[src/rtl/uart_json_cmd_rx.sv]
// 8N1 UART receiver feeding a fixed-template parser for {"T":d,"L":[-]d.d,"R":[-]d.d}\n frames.
// Decoded fields load into the outputs atomically on each good frame.
module uart_json_cmd_rx #(
  parameter int unsigned CLKS_PER_BIT = 434,
  parameter int unsigned TIMEOUT_CLKS = 50000
) (
  input  logic       clk,
  input  logic       rst,
  input  logic       uart_in,
  output logic [7:0] rx_data,
  output logic       rx_valid,
  output logic [3:0] cmd_t,
  output logic       l_neg,
  output logic [3:0] l_int,
  output logic [3:0] l_frac,
  output logic       r_neg,
  output logic [3:0] r_int,
  output logic [3:0] r_frac,
  output logic       frame_valid,
  output logic       frame_error
);

  localparam int unsigned CntW = $clog2(CLKS_PER_BIT);
  localparam int unsigned TmoW = $clog2(TIMEOUT_CLKS);
  localparam logic [CntW-1:0] BitLast  = CntW'(CLKS_PER_BIT - 1);
  localparam logic [CntW-1:0] HalfLast = CntW'(CLKS_PER_BIT / 2 - 1);
  localparam logic [TmoW-1:0] TmoLast  = TmoW'(TIMEOUT_CLKS - 1);
  localparam logic [7:0] LBrace = 8'h7B;
  localparam logic [7:0] Minus  = 8'h2D;

  typedef enum logic [1:0] {RxIdle, RxStart, RxData, RxStop} rx_state_e;
  typedef enum logic {PsHunt, PsMatch} ps_state_e;

  typedef struct packed {
    logic [3:0] t;
    logic       ln;
    logic [3:0] li;
    logic [3:0] lf;
    logic       rn;
    logic [3:0] ri;
    logic [3:0] rf;
  } frame_t;

  // Fixed literal bytes of the template, indexed by position after '{'.
  function automatic logic [7:0] lit_char(input logic [4:0] i);
    case (i)
      5'd0, 5'd2, 5'd6, 5'd8, 5'd15, 5'd17: lit_char = 8'h22;
      5'd1:                                 lit_char = 8'h54;
      5'd3, 5'd9, 5'd18:                    lit_char = 8'h3A;
      5'd5, 5'd14:                          lit_char = 8'h2C;
      5'd7:                                 lit_char = 8'h4C;
      5'd12, 5'd21:                         lit_char = 8'h2E;
      5'd16:                                lit_char = 8'h52;
      5'd23:                                lit_char = 8'h7D;
      5'd24:                                lit_char = 8'h0A;
      default:                              lit_char = 8'h00;
    endcase
  endfunction

  logic [1:0]      sync_q, sync_d;
  logic            line_prev_q;
  logic            line, fall;
  rx_state_e       rx_st_q, rx_st_d;
  logic [CntW-1:0] clk_cnt_q, clk_cnt_d;
  logic [2:0]      bit_cnt_q, bit_cnt_d;
  logic [7:0]      shift_q, shift_d;
  logic            byte_ok, stop_err;
  logic [7:0]      rx_data_q, rx_data_d;
  logic            rx_valid_q;
  ps_state_e       ps_q, ps_d;
  logic [4:0]      idx_q, idx_d;
  frame_t          sh_q, sh_d, out_q, out_d;
  logic            perr, load, timeout, is_dig;
  logic [3:0]      dig;
  logic [TmoW-1:0] tmo_q, tmo_d;
  logic            frame_valid_q, frame_error_q;

  assign sync_d = {sync_q[0], uart_in};
  assign line   = sync_q[1];
  assign fall   = line_prev_q & ~line;

  always_comb begin
    rx_st_d   = rx_st_q;
    clk_cnt_d = clk_cnt_q;
    bit_cnt_d = bit_cnt_q;
    shift_d   = shift_q;
    byte_ok   = 1'b0;
    stop_err  = 1'b0;
    unique case (rx_st_q)
      RxIdle: begin
        if (fall) begin
          rx_st_d   = RxStart;
          clk_cnt_d = '0;
          bit_cnt_d = '0;
        end
      end
      RxStart: begin
        if (clk_cnt_q == HalfLast) begin
          clk_cnt_d = '0;
          rx_st_d   = line ? RxIdle : RxData;
        end else begin
          clk_cnt_d = clk_cnt_q + 1'b1;
        end
      end
      RxData: begin
        if (clk_cnt_q == BitLast) begin
          clk_cnt_d = '0;
          shift_d   = {line, shift_q[7:1]};
          bit_cnt_d = bit_cnt_q + 1'b1;
          if (bit_cnt_q == 3'd7) rx_st_d = RxStop;
        end else begin
          clk_cnt_d = clk_cnt_q + 1'b1;
        end
      end
      RxStop: begin
        if (clk_cnt_q == BitLast) begin
          clk_cnt_d = '0;
          rx_st_d   = RxIdle;
          byte_ok   = line;
          stop_err  = ~line;
        end else begin
          clk_cnt_d = clk_cnt_q + 1'b1;
        end
      end
      default: rx_st_d = RxIdle;
    endcase
  end

  assign rx_data_d = byte_ok ? shift_q : rx_data_q;
  assign is_dig    = (rx_data_q >= 8'h30) && (rx_data_q <= 8'h39);
  assign dig       = rx_data_q[3:0];

  // Idle timer only runs while a frame is open and no byte is in flight.
  always_comb begin
    tmo_d   = tmo_q;
    timeout = 1'b0;
    if (rx_valid_q || (ps_q == PsHunt)) begin
      tmo_d = '0;
    end else if (rx_st_q == RxIdle) begin
      if (tmo_q == TmoLast) begin
        timeout = 1'b1;
        tmo_d   = '0;
      end else begin
        tmo_d = tmo_q + 1'b1;
      end
    end
  end

  always_comb begin
    ps_d  = ps_q;
    idx_d = idx_q;
    sh_d  = sh_q;
    perr  = 1'b0;
    load  = 1'b0;
    if (stop_err || timeout) begin
      ps_d  = PsHunt;
      idx_d = '0;
    end else if (rx_valid_q) begin
      if (ps_q == PsHunt) begin
        if (rx_data_q == LBrace) begin
          ps_d  = PsMatch;
          idx_d = '0;
        end
      end else begin
        idx_d = idx_q + 5'd1;
        case (idx_q)
          5'd4: begin
            sh_d.t = dig;
            perr   = ~is_dig;
          end
          5'd10, 5'd19: begin
            // Sign slot: '-' consumes a byte, otherwise this is already the integer digit.
            if (rx_data_q == Minus) begin
              if (idx_q == 5'd10) sh_d.ln = 1'b1;
              else                sh_d.rn = 1'b1;
            end else begin
              perr  = ~is_dig;
              idx_d = idx_q + 5'd2;
              if (idx_q == 5'd10) begin
                sh_d.ln = 1'b0;
                sh_d.li = dig;
              end else begin
                sh_d.rn = 1'b0;
                sh_d.ri = dig;
              end
            end
          end
          5'd11, 5'd20: begin
            perr = ~is_dig;
            if (idx_q == 5'd11) sh_d.li = dig;
            else                sh_d.ri = dig;
          end
          5'd13, 5'd22: begin
            perr = ~is_dig;
            if (idx_q == 5'd13) sh_d.lf = dig;
            else                sh_d.rf = dig;
          end
          default: begin
            perr = (rx_data_q != lit_char(idx_q));
            if ((idx_q == 5'd24) && !perr) begin
              load  = 1'b1;
              ps_d  = PsHunt;
              idx_d = '0;
            end
          end
        endcase
        if (perr) begin
          idx_d = '0;
          ps_d  = (rx_data_q == LBrace) ? PsMatch : PsHunt;
        end
      end
    end
  end

  always_comb begin
    out_d = out_q;
    if (load) begin
      out_d    = sh_q;
      out_d.ln = sh_q.ln & (|{sh_q.li, sh_q.lf});
      out_d.rn = sh_q.rn & (|{sh_q.ri, sh_q.rf});
    end
  end

  always_ff @(posedge clk or posedge rst) begin
    if (rst) begin
      sync_q        <= 2'b11;
      line_prev_q   <= 1'b1;
      rx_st_q       <= RxIdle;
      clk_cnt_q     <= '0;
      bit_cnt_q     <= '0;
      shift_q       <= '0;
      rx_data_q     <= '0;
      rx_valid_q    <= 1'b0;
      ps_q          <= PsHunt;
      idx_q         <= '0;
      sh_q          <= '0;
      out_q         <= '0;
      tmo_q         <= '0;
      frame_valid_q <= 1'b0;
      frame_error_q <= 1'b0;
    end else begin
      sync_q        <= sync_d;
      line_prev_q   <= line;
      rx_st_q       <= rx_st_d;
      clk_cnt_q     <= clk_cnt_d;
      bit_cnt_q     <= bit_cnt_d;
      shift_q       <= shift_d;
      rx_data_q     <= rx_data_d;
      rx_valid_q    <= byte_ok;
      ps_q          <= ps_d;
      idx_q         <= idx_d;
      sh_q          <= sh_d;
      out_q         <= out_d;
      tmo_q         <= tmo_d;
      frame_valid_q <= load;
      frame_error_q <= perr | stop_err | timeout;
    end
  end

  assign rx_data     = rx_data_q;
  assign rx_valid    = rx_valid_q;
  assign cmd_t       = out_q.t;
  assign l_neg       = out_q.ln;
  assign l_int       = out_q.li;
  assign l_frac      = out_q.lf;
  assign r_neg       = out_q.rn;
  assign r_int       = out_q.ri;
  assign r_frac      = out_q.rf;
  assign frame_valid = frame_valid_q;
  assign frame_error = frame_error_q;

endmodule

[config.mk]
export PLATFORM = sky130hd
export DESIGN_NAME = uart_json_cmd_rx
export DESIGN_NICKNAME = d
export VERILOG_FILES = /design/src/rtl/uart_json_cmd_rx.sv
export SDC_FILE = /design/constraint.sdc
export NUM_CORES = 1
export LEC_CHECK = 0
export CAP_MARGIN = 25
export CORE_MARGIN = 4
export CORE_UTILIZATION = 40
export CTS_CLUSTER_DIAMETER = 100
export DETAILED_ROUTE_END_ITERATION = 10
export SYNTH_ARGS = -nofsm -noshare
export SYNTH_HDL_FRONTEND = slang
export SYNTH_SLANG_ARGS = --single-unit
[constraint.sdc]
create_clock -name clk -period 5.9 [get_ports clk]
set_input_delay 1.18 -clock clk [delete_from_list [all_inputs] [get_ports clk]]
set_output_delay 1.18 -clock clk [all_outputs]
set_load 0.01 [all_outputs]
# Word-level counts from Yosys, hierarchy flattened
# Memories as Yosys holds them, arrays and structs flattened.
# Index checks and enable logic that the tools add are counted.
# word_totals
regBits	102
rom_bits	224
in_bits	3
output_inout_bits	33
elab_cells	172
mem_count	1
# mem_list
name	depth	word_bits	rd	rd_ports_with_merged_regs	wr	line_no	text
(name not given)	32	7	1	0	0	46	case (i)
# classes
n_addsub	5
n_lt_le_gt_ge	2
n_eq_ne	28
mux	68
bitwise_logic	11
reduce_logical	30
# ops
op	n
16-bit 2-to-1 mux	3
5-bit 2-to-1 mux	9
8-bit 2-to-1 mux	4
1-bit 2-to-1 mux	30
9-bit 2-to-1 mux	3
9-bit one-hot mux with 3 select lines	1
5-bit AND reduction	5
5-bit equality test (second input constant)	4
2-bit inequality test (second input constant)	10
16-bit by 1-bit adder with 16-bit output (second input constant)	1
16-bit equality test (second input constant)	1
4-bit 2-to-1 mux	4
4-bit one-hot mux with 2 select lines	2
8-bit OR reduction	2
5-bit by 4-bit equality test with 1-bit output (second input constant)	3
7-bit AND reduction	2
2-bit 2-to-1 mux	6
5-bit one-hot mux with 2 select lines	1
9-bit by 1-bit adder with 9-bit output (second input constant)	1
9-bit by 8-bit equality test with 1-bit output (second input constant)	1
9-bit equality test (second input constant)	1
8-bit by 6-bit equality test with 1-bit output (second input constant)	1
8-bit by 7-bit equality test with 1-bit output (second input constant)	1
8-bit by 6-bit greater-or-equal comparator with 1-bit output (second input constant)	1
28 further kinds	47

# Logic depth before layout (Yosys ltp)
# Gate-level depths: netlist (run 1).
# logic_depth
depth_word	16
ltp_mapped	11
mapped_depth_nobuf	9

# Least setup slack after synthesis (run 1)
# Ideal clock, no wire load.
# synth_timing
kind	reg2reg
start	register idx_q[0]
end	register out_q, in the netlist cmd_t[0]
setup_ps	125
t_arrival_ps	3268
required_time_ps	5775
slack_ps	2507
stages_incl_launch_ff	12
n_path_buf	2
period_less_slack_ps	3393
path_cell_list	dfrtp_1 clkbuf_1 inv_1 ha_1 mux4_2 and2_4 or4_4 a2111oi_4 nand2_2 nor3_4 buf_12 mux2_4
# synth_between
elab_chain_len	13
elab_cells_between_ends	22
cone_classes	eq/ne (9); mux (9); reduce/logical (3); memory (1)
# synth_rtl
item	line_no	text
start, declared	71	logic [4:0] idx_q, idx_d;
start signal, assigned	251	idx_q <= idx_d;
memory 32 x 7 bit	n/a	
8-bit 2-to-1 mux	166	case (idx_q)
8-bit 2-to-1 mux	159	if (ps_q == PsHunt) begin
8-bit 2-to-1 mux	158	end else if (rx_valid_q) begin
8-bit 2-to-1 mux	155	if (stop_err || timeout) begin
8-bit inequality test	199	perr = (rx_data_q != lit_char(idx_q));
1-bit zero test	200	if ((idx_q == 5'd24) && !perr) begin
1-bit logical AND	200	
1-bit 2-to-1 mux	200	
1-bit 2-to-1 mux *	166	
1-bit 2-to-1 mux *	159	
1-bit 2-to-1 mux *	158	
1-bit 2-to-1 mux *	155	
end signal, assigned	253	out_q <= out_d;
end, declared	72	frame_t sh_q, sh_d, out_q, out_d;
# Mark *: on every way between the ends. The rest lies on a longest branch, timed or not. The select of a mux whose other input is x is not followed.
# A chain may end at the register's enable or synchronous reset.

# Worst setup path in the final report (run 1)
# layout_timing
start	register idx_q[0]
end	register out_q, in the netlist cmd_t[3]
# Same word-level chain as after synthesis.

==> flow_summary.yaml, run 1 <==
outcome:
  status: "complete, no violations"
global_routing:
  grt_max_degree: 70
  grt.total_usage: 0.1488
  overflow: 0
  grt_pass1_wl_mm: 17.86
  antenna_found_initial: 0
  grt_pass1_vias: 3573
clocking:
  clock_sinks: 102
  cts_root_buf: "clkbuf_16"
  hold_buffers: 0
  cts_tree: "built"
  path_clk_slew_ns: 0.07
  ctsHtreeMaxLevel: 3
  clkLatencyLatePin_ns: 0.34
  post_cts.repair.setup_buffers: 0
  cts_buffers: 9
  cts_buffer_depth: 2
  cts_resized: 0
worst_setup_path:
  crit_path_cell_trace: "inv_1, ha_1, mux4_2, and2_4, or4_4, a2111oi_4, nand2_2, nor3_4, buf_4, mux2_2"
  r2r_start: "idx_q[0]"
  crit_buf_inv: 2
  critical_path.top_delay_family: "multiplexers"
  ff2ff_path_depth: 10
  r2r-end: "cmd_t[3]"
  critPathLaunchType: "flip-flop"
  r2r_slack_ns: 2.25
  critical_path.startpoint: "idx_q[0]"
  crit_path_max_fanout: 22
  critical_path_arrival_ns: 3.88
  required_ns: 6.13
  critPathMaxStageDelay_ns: 0.56
  worstSetupPathDepth: 10
  worstSetupPathType: "flip-flop to flip-flop"
  cp_slowest_cell: "dfrtp_1"
  worstSetupEndpointType: "flip-flop"
drt:
  num_vias: 3670
  vias_per_cell: 5.453
  first_pass_iters: 4
  ant_nets: 0
  drc: 0
  detail_route.wl_per_cell_microns: 15.67
  drt_iter0_markers: 165
  wl_mm: 10.55
timing:
  fin_ws_ns: 2.247
  period_share: 0.6192
  hold_slack_ns: 0.3616
  tightest_slew_ns: 0.9208
  max_freq_ghz: 0.2737
  skew_ns: 0.006226
  rsz0062_at_grt: "no"
  setup_viol: 0
  period_needed_ns: 3.653
  hold_viol: 0
  tns_ns: 0
  maxSlewHeadroom: 0.3833
  drv_slew: 0
placed_design:
  dp_cells: 657
  port_buffers: 35
  place_area_sq_mm: 0.005766
  dpl.hpwl_mm: 7.350
  gp_congestion: 0.8129
  dp_slack_ns: 2.258
synth:
  syn_inst: 471
  async_reset_ff_frac: 1.000
  synth_fp_nets: 487
  synth_ff_type: "dfrtp_1"
  synthesis.area_sq_mm: 0.005308
  synth_edf_count: 0
  synth.distinct_cells: 68
  ys_seq_elements: 102
  ys_warn_count: 0
  syn_area_per_cell_sq_um: 11.27
  yosysSeqAreaShare: 0.4816
flow_run:
  drv_cap: 0
floorplanning:
  die_w_microns: 123.2
  io_pins: 36
  fp-row-count: 41
  core-area_sq_mm: 0.01282
  initial_utilization: 0.4139
  die_area_sq_mm: 0.01518
  fp.dieH_microns: 123.2
final_layout:
  layout.nets: 513
  fin_util: 0.4717
  n_fill_cell: 1222
  fin_cells: 673
  fin_area_sq_mm: 0.006050
  area_growth_pct: 13.98
  seq_area_sq_mm: 0.002556
  multiInputGateArea_sq_mm: 0.002585
  diodes: 0
  drive_gt1_frac: 0.1816
power_and_ir_drop:
  p_sw_mw: 0.3811
  power_frac_seq: 0.515
  comb_power_share: 0.106
  p_int_mw: 1.077
  ir_drop_mv: 0.1677
  netSwitchingFraction: 0.2615
  power_density_mw_per_mm2: 241.0
  p_leak_nw: 2.641
  totalPowerFinal_mw: 1.458
  p_clk_frac: 0.379
worst_hold_path:
  whs_path_depth: 0
  hold_class: "flip-flop to flip-flop"
  min_from: "sync_q[0]"
  min_to: "sync_q[1]"
[sequential cells by signal, indices dropped and copies added, names as in the netlist, 2 cells and up, named ones only]
name	count
sh_q	22
r_frac	4
tmo_q	16
cmd_t	4
rx_data	8
sync_q	2
clk_cnt_q	9
r_int	4
shift_q	8
l_frac	4
l_int	4
bit_cnt_q	3
idx_q	5
[area by class of cell]
| class | count | share of cell area |
|---|---|---|
| clock buffer | 12 | 0.04240 |
| clock inverter | 3 | 0.003309 |
| inverter | 11 | 0.007239 |
| multi-input combinational | 335 | 0.4273 |
| sequential | 102 | 0.4225 |
| tap | 172 | 0.03557 |
| timing repair buffer | 38 | 0.06163 |
[Yosys cell counts (all sizes together) (4+ instances only)]
library cell,instances,area (sq um)
nand3,13,65.06
xor2,9,78.83
nand2,33,126.4
nand2b,11,68.82
inv,11,41.29
nor4,9,56.30
nor2b,13,81.33
buf,9,71.32
o21ai,32,160.2
mux2i,5,50.05
a21oi,14,70.07
nor2,24,90.09
and3,10,62.56
or4,4,33.78
nand4,5,31.28
nor3,4,31.28
ha,13,162.7
clkbuf,14,53.80
nand3b,7,65.06
mux2,60,750.7
dfrtp,99,2477
o31ai,8,60.06
a211oi,5,37.54
a22o,4,35.03
[cells by family (layout without fill, tap and decap cells)]
kind of cell / count (synthesis) / after routing / synth area share
compound gates: 90 / 90 / 0.1141
mux: 66 / 66 / 0.1551
simple gates: 154 / 154 / 0.1674
fa+ha+maj: 13 / 13 / 0.03065
buf+inv: 34 / 64 / 0.03135
flops: 102 / 102 / 0.4816
xor+xnor: 12 / 12 / 0.01980
[power by group through the flow]
| stage | logic [mW] | registers [mW] | clock network [mW] |
|---|---|---|---|
| after floorplan | 0.130 | 0.743 | 0 |
| after global placement | 0.147 | 0.762 | 0 |
| after detailed placement | 0.149 | 0.764 | 0 |
| after CTS | 0.151 | 0.750 | 0.568 |
| after global routing | 0.178 | 0.755 | 0.600 |
| final | 0.154 | 0.751 | 0.552 |
[layer usage]
layer / global-route usage / up-vias / part of all wire
li1: - / 1765 / -
met1: 0.1978 / 1830 / 0.46
met2: 0.2450 / 61 / 0.49
met3: 0.03065 / 14 / 0.034
met4: 0.04637 / 0 / 0.018
met5: 0 / - / 0
[layout by cell type (no fill, tap or decap), types with 11 or more instances in the layout]
cell             count
nor2_1              24
nand2_1             32
mux2_2              40
nand2b_1            11
o21ai_0             31
nand3_1             13
a21oi_1             14
dfrtp_1             99
ha_1                13
mux2_4              20
nor2b_1             13
clkdlybuf4s50_1     35
[worst reg2reg max path, delay by kind of cell (launching register included)]
family / cells / cell delay, ns
adders and majority gates: 1 / 0.31
AOI/OAI and AO/OA: 1 / 0.44
DFF: 1 / 0.56
muxes: 2 / 0.89
and+or+nand+nor: 4 / 0.82
buffers and inverters: 2 / 0.53
[worst max path at each step]
stage | slack, ns | endpoint
4_1_cts | 2.24 | cmd_t[3]
6_report | 2.25 | cmd_t[3]
5_1_grt | 2.03 | cmd_t[3]
3_5_place_dp | 2.26 | cmd_t[3]
2_1_floorplan | 2.05 | asynchronous set/reset pin
3_3_place_gp | 2.38 | cmd_t[3]
(Power assumes the default switching activity.)
==> run 2: changes to the inputs <==
- clock period: 5.9 -> 3.1 ns (I/O delays scaled with it)
==> flow_summary.yaml, run 2 (synthesized netlist as in run 1, its figures left out) <==
worst_hold_path:
  whs_path_depth: 0
  min_to: "sync_q[1]"
  hold_class: "flip-flop to flip-flop"
  min_from: "sync_q[0]"
timing:
  tns_ns: 0
  tightest_slew_ns: 0.8574
  hold_viol: 0
  setup_viol: 0
  period_needed_ns: 3.024
  skew_ns: 0.005921
  max_freq_ghz: 0.3307
  hold_slack_ns: 0.3639
  rsz0062_at_grt: "yes"
  drv_slew: 0
  maxSlewHeadroom: 0.4231
  period_share: 0.9753
worst_setup_path:
  critPathMaxStageDelay_ns: 0.45
  critical_path.top_delay_family: "simple AND/OR/NAND/NOR gates"
  crit_path_max_fanout: 6
  critical_path.startpoint: "idx_q[0]"
  ff2ff_path_depth: 11
  cp_slowest_cell: "dfrtp_2"
  critPathLaunchType: "flip-flop"
  r2r-end: "r_int[2]"
  crit_buf_inv: 3
  critical_path_arrival_ns: 3.26
  r2r_start: "idx_q[0]"
  crit_path_cell_trace: "inv_6, ha_4, mux4_2, and2_4, or4_4, a2111oi_4, nand2_2, nor3_4, buf_4, clkbuf_16, mux2_4"
  r2r_slack_ns: 0.08
  worstSetupEndpointType: "flip-flop"
  required_ns: 3.33
  worstSetupPathType: "flip-flop to flip-flop"
drt:
  drc: 0
  first_pass_iters: 4
  wl_mm: 11.06
  drt_iter0_markers: 196
  vias_per_cell: 5.355
  num_vias: 3754
  detail_route.wl_per_cell_microns: 15.78
  ant_nets: 0
placed_design:
  port_buffers: 35
  gp_congestion: 0.8113
  place_area_sq_mm: 0.005996
  dp_cells: 680
  dpl.hpwl_mm: 7.851
final_layout:
  regMostFlops: "sh_q"
  area_growth_pct: 20.79
  diodes: 0
  fin_cells: 701
  largest_reg_flops: 22
  final_common_cell: "dfrtp_1"
  drive_gt1_frac: 0.2420
  layout.nets: 540
  mostFrequentLayoutCells: "dfrtp_1, mux2_2, clkdlybuf4s50_1, nand2_1, o21ai_0"
  reg_top3: "sh_q (22), tmo_q (16), clk_cnt_q (9)"
  fin_area_sq_mm: 0.006411
global_routing:
  antenna_found_initial: 0
  grt.total_usage: 0.1544
  grt_max_degree: 68
  overflow: 0
  grt_pass1_vias: 3659
  grt_pass1_wl_mm: 18.42
power_and_ir_drop:
  ir_drop_mv: 0.4063
  p_leak_nw: 2.816
  power_density_mw_per_mm2: 460.3
clocking:
  hold_buffers: 0
  cts_root_buf: "clkbuf_16"
  path_clk_slew_ns: 0.07
  ctsHtreeMaxLevel: 3
  clock_sinks: 102
  cts_buffers: 9
  clkLatencyLatePin_ns: 0.34
  cts_buffer_depth: 2
  cts_tree: "built"
outcome:
  status: "complete, no violations"
floorplanning:
  die_w_microns: 123.2
  fp.dieH_microns: 123.2
  fp-row-count: 41
  initial_utilization: 0.4139
  io_pins: 36
  core-area_sq_mm: 0.01282
  die_area_sq_mm: 0.01518
flow_run:
  drv_cap: 0
[run 2: worst max-delay path by stage]
stage                           to  slack, ns  cells after the start
after CTS                 cmd_t[3]       0.01                      9
final                     r_int[2]       0.08                     11
after global routing      r_int[0]      -0.03                     11
after global placement    cmd_t[3]       0.04                      9
after floorplan           cmd_t[0]      -0.03                     11
after detailed placement  cmd_t[3]      -0.01                     10
[run 2: layer usage]
metal	vias to the layer above	share of wire	GRT usage	routed length, microns
met3	16	0.031	0.02882	341
li1	1833	-	-	-
met1	1843	0.44	0.2028	4904
met2	62	0.51	0.2552	5642
met4	0	0.016	0.05606	175
met5	-	0	0	0
[run 2: timing repair]
item,in CTS,in global routing
setup endpoints to repair,2,23
hold endpoints to repair,0,0
setup buffers,0,2
resized for setup,1,4
gates cloned,0,3
pin swaps,0,1
[run 2: worst reg2reg max path, stage by stage, from the launching register on]
cell and delay (ns):
dfrtp_2 0.45, inv_6 0.06, ha_4 0.16, mux4_2 0.45, and2_4 0.15, or4_4 0.43, a2111oi_4 0.35, nand2_2 0.10
nor3_4 0.15, buf_4 0.17, clkbuf_16 0.15, mux2_4 0.30
[run 2: stage by stage]
step | worst slack, ns | util | power, mW
after floorplan | -0.03104 | - | 1.662
after global placement | 0.03652 | 0.4675 | 1.765
after detailed placement | -0.01404 | 0.4675 | 1.777
after CTS | 0.009632 | 0.4928 | 3.001
after global routing | -0.02876 | 0.4999 | 3.106
final | 0.07642 | 0.4999 | 2.951
[run 2: report_power, final]
group / internal [mW] / total [mW] / leakage (nW) / switching (mW)
clock network: 0.713 / 1.21 / 0.153 / 0.493
logic: 0.121 / 0.331 / 1.26 / 0.210
registers: 1.37 / 1.41 / 1.41 / 0.0478
total: 2.20 / 2.95 / 2.82 / 0.750
[run 2: cell type report]
cell class              instances  area, sq um
inverters                      11        50.05
clock buffers                  10        229.0
clock inverters                 6        93.84
flip-flops and latches        102         2559
well taps                     172        215.2
fillers                      1204         6414
multi-input cells             335         2621
repair buffers                 65        643.1
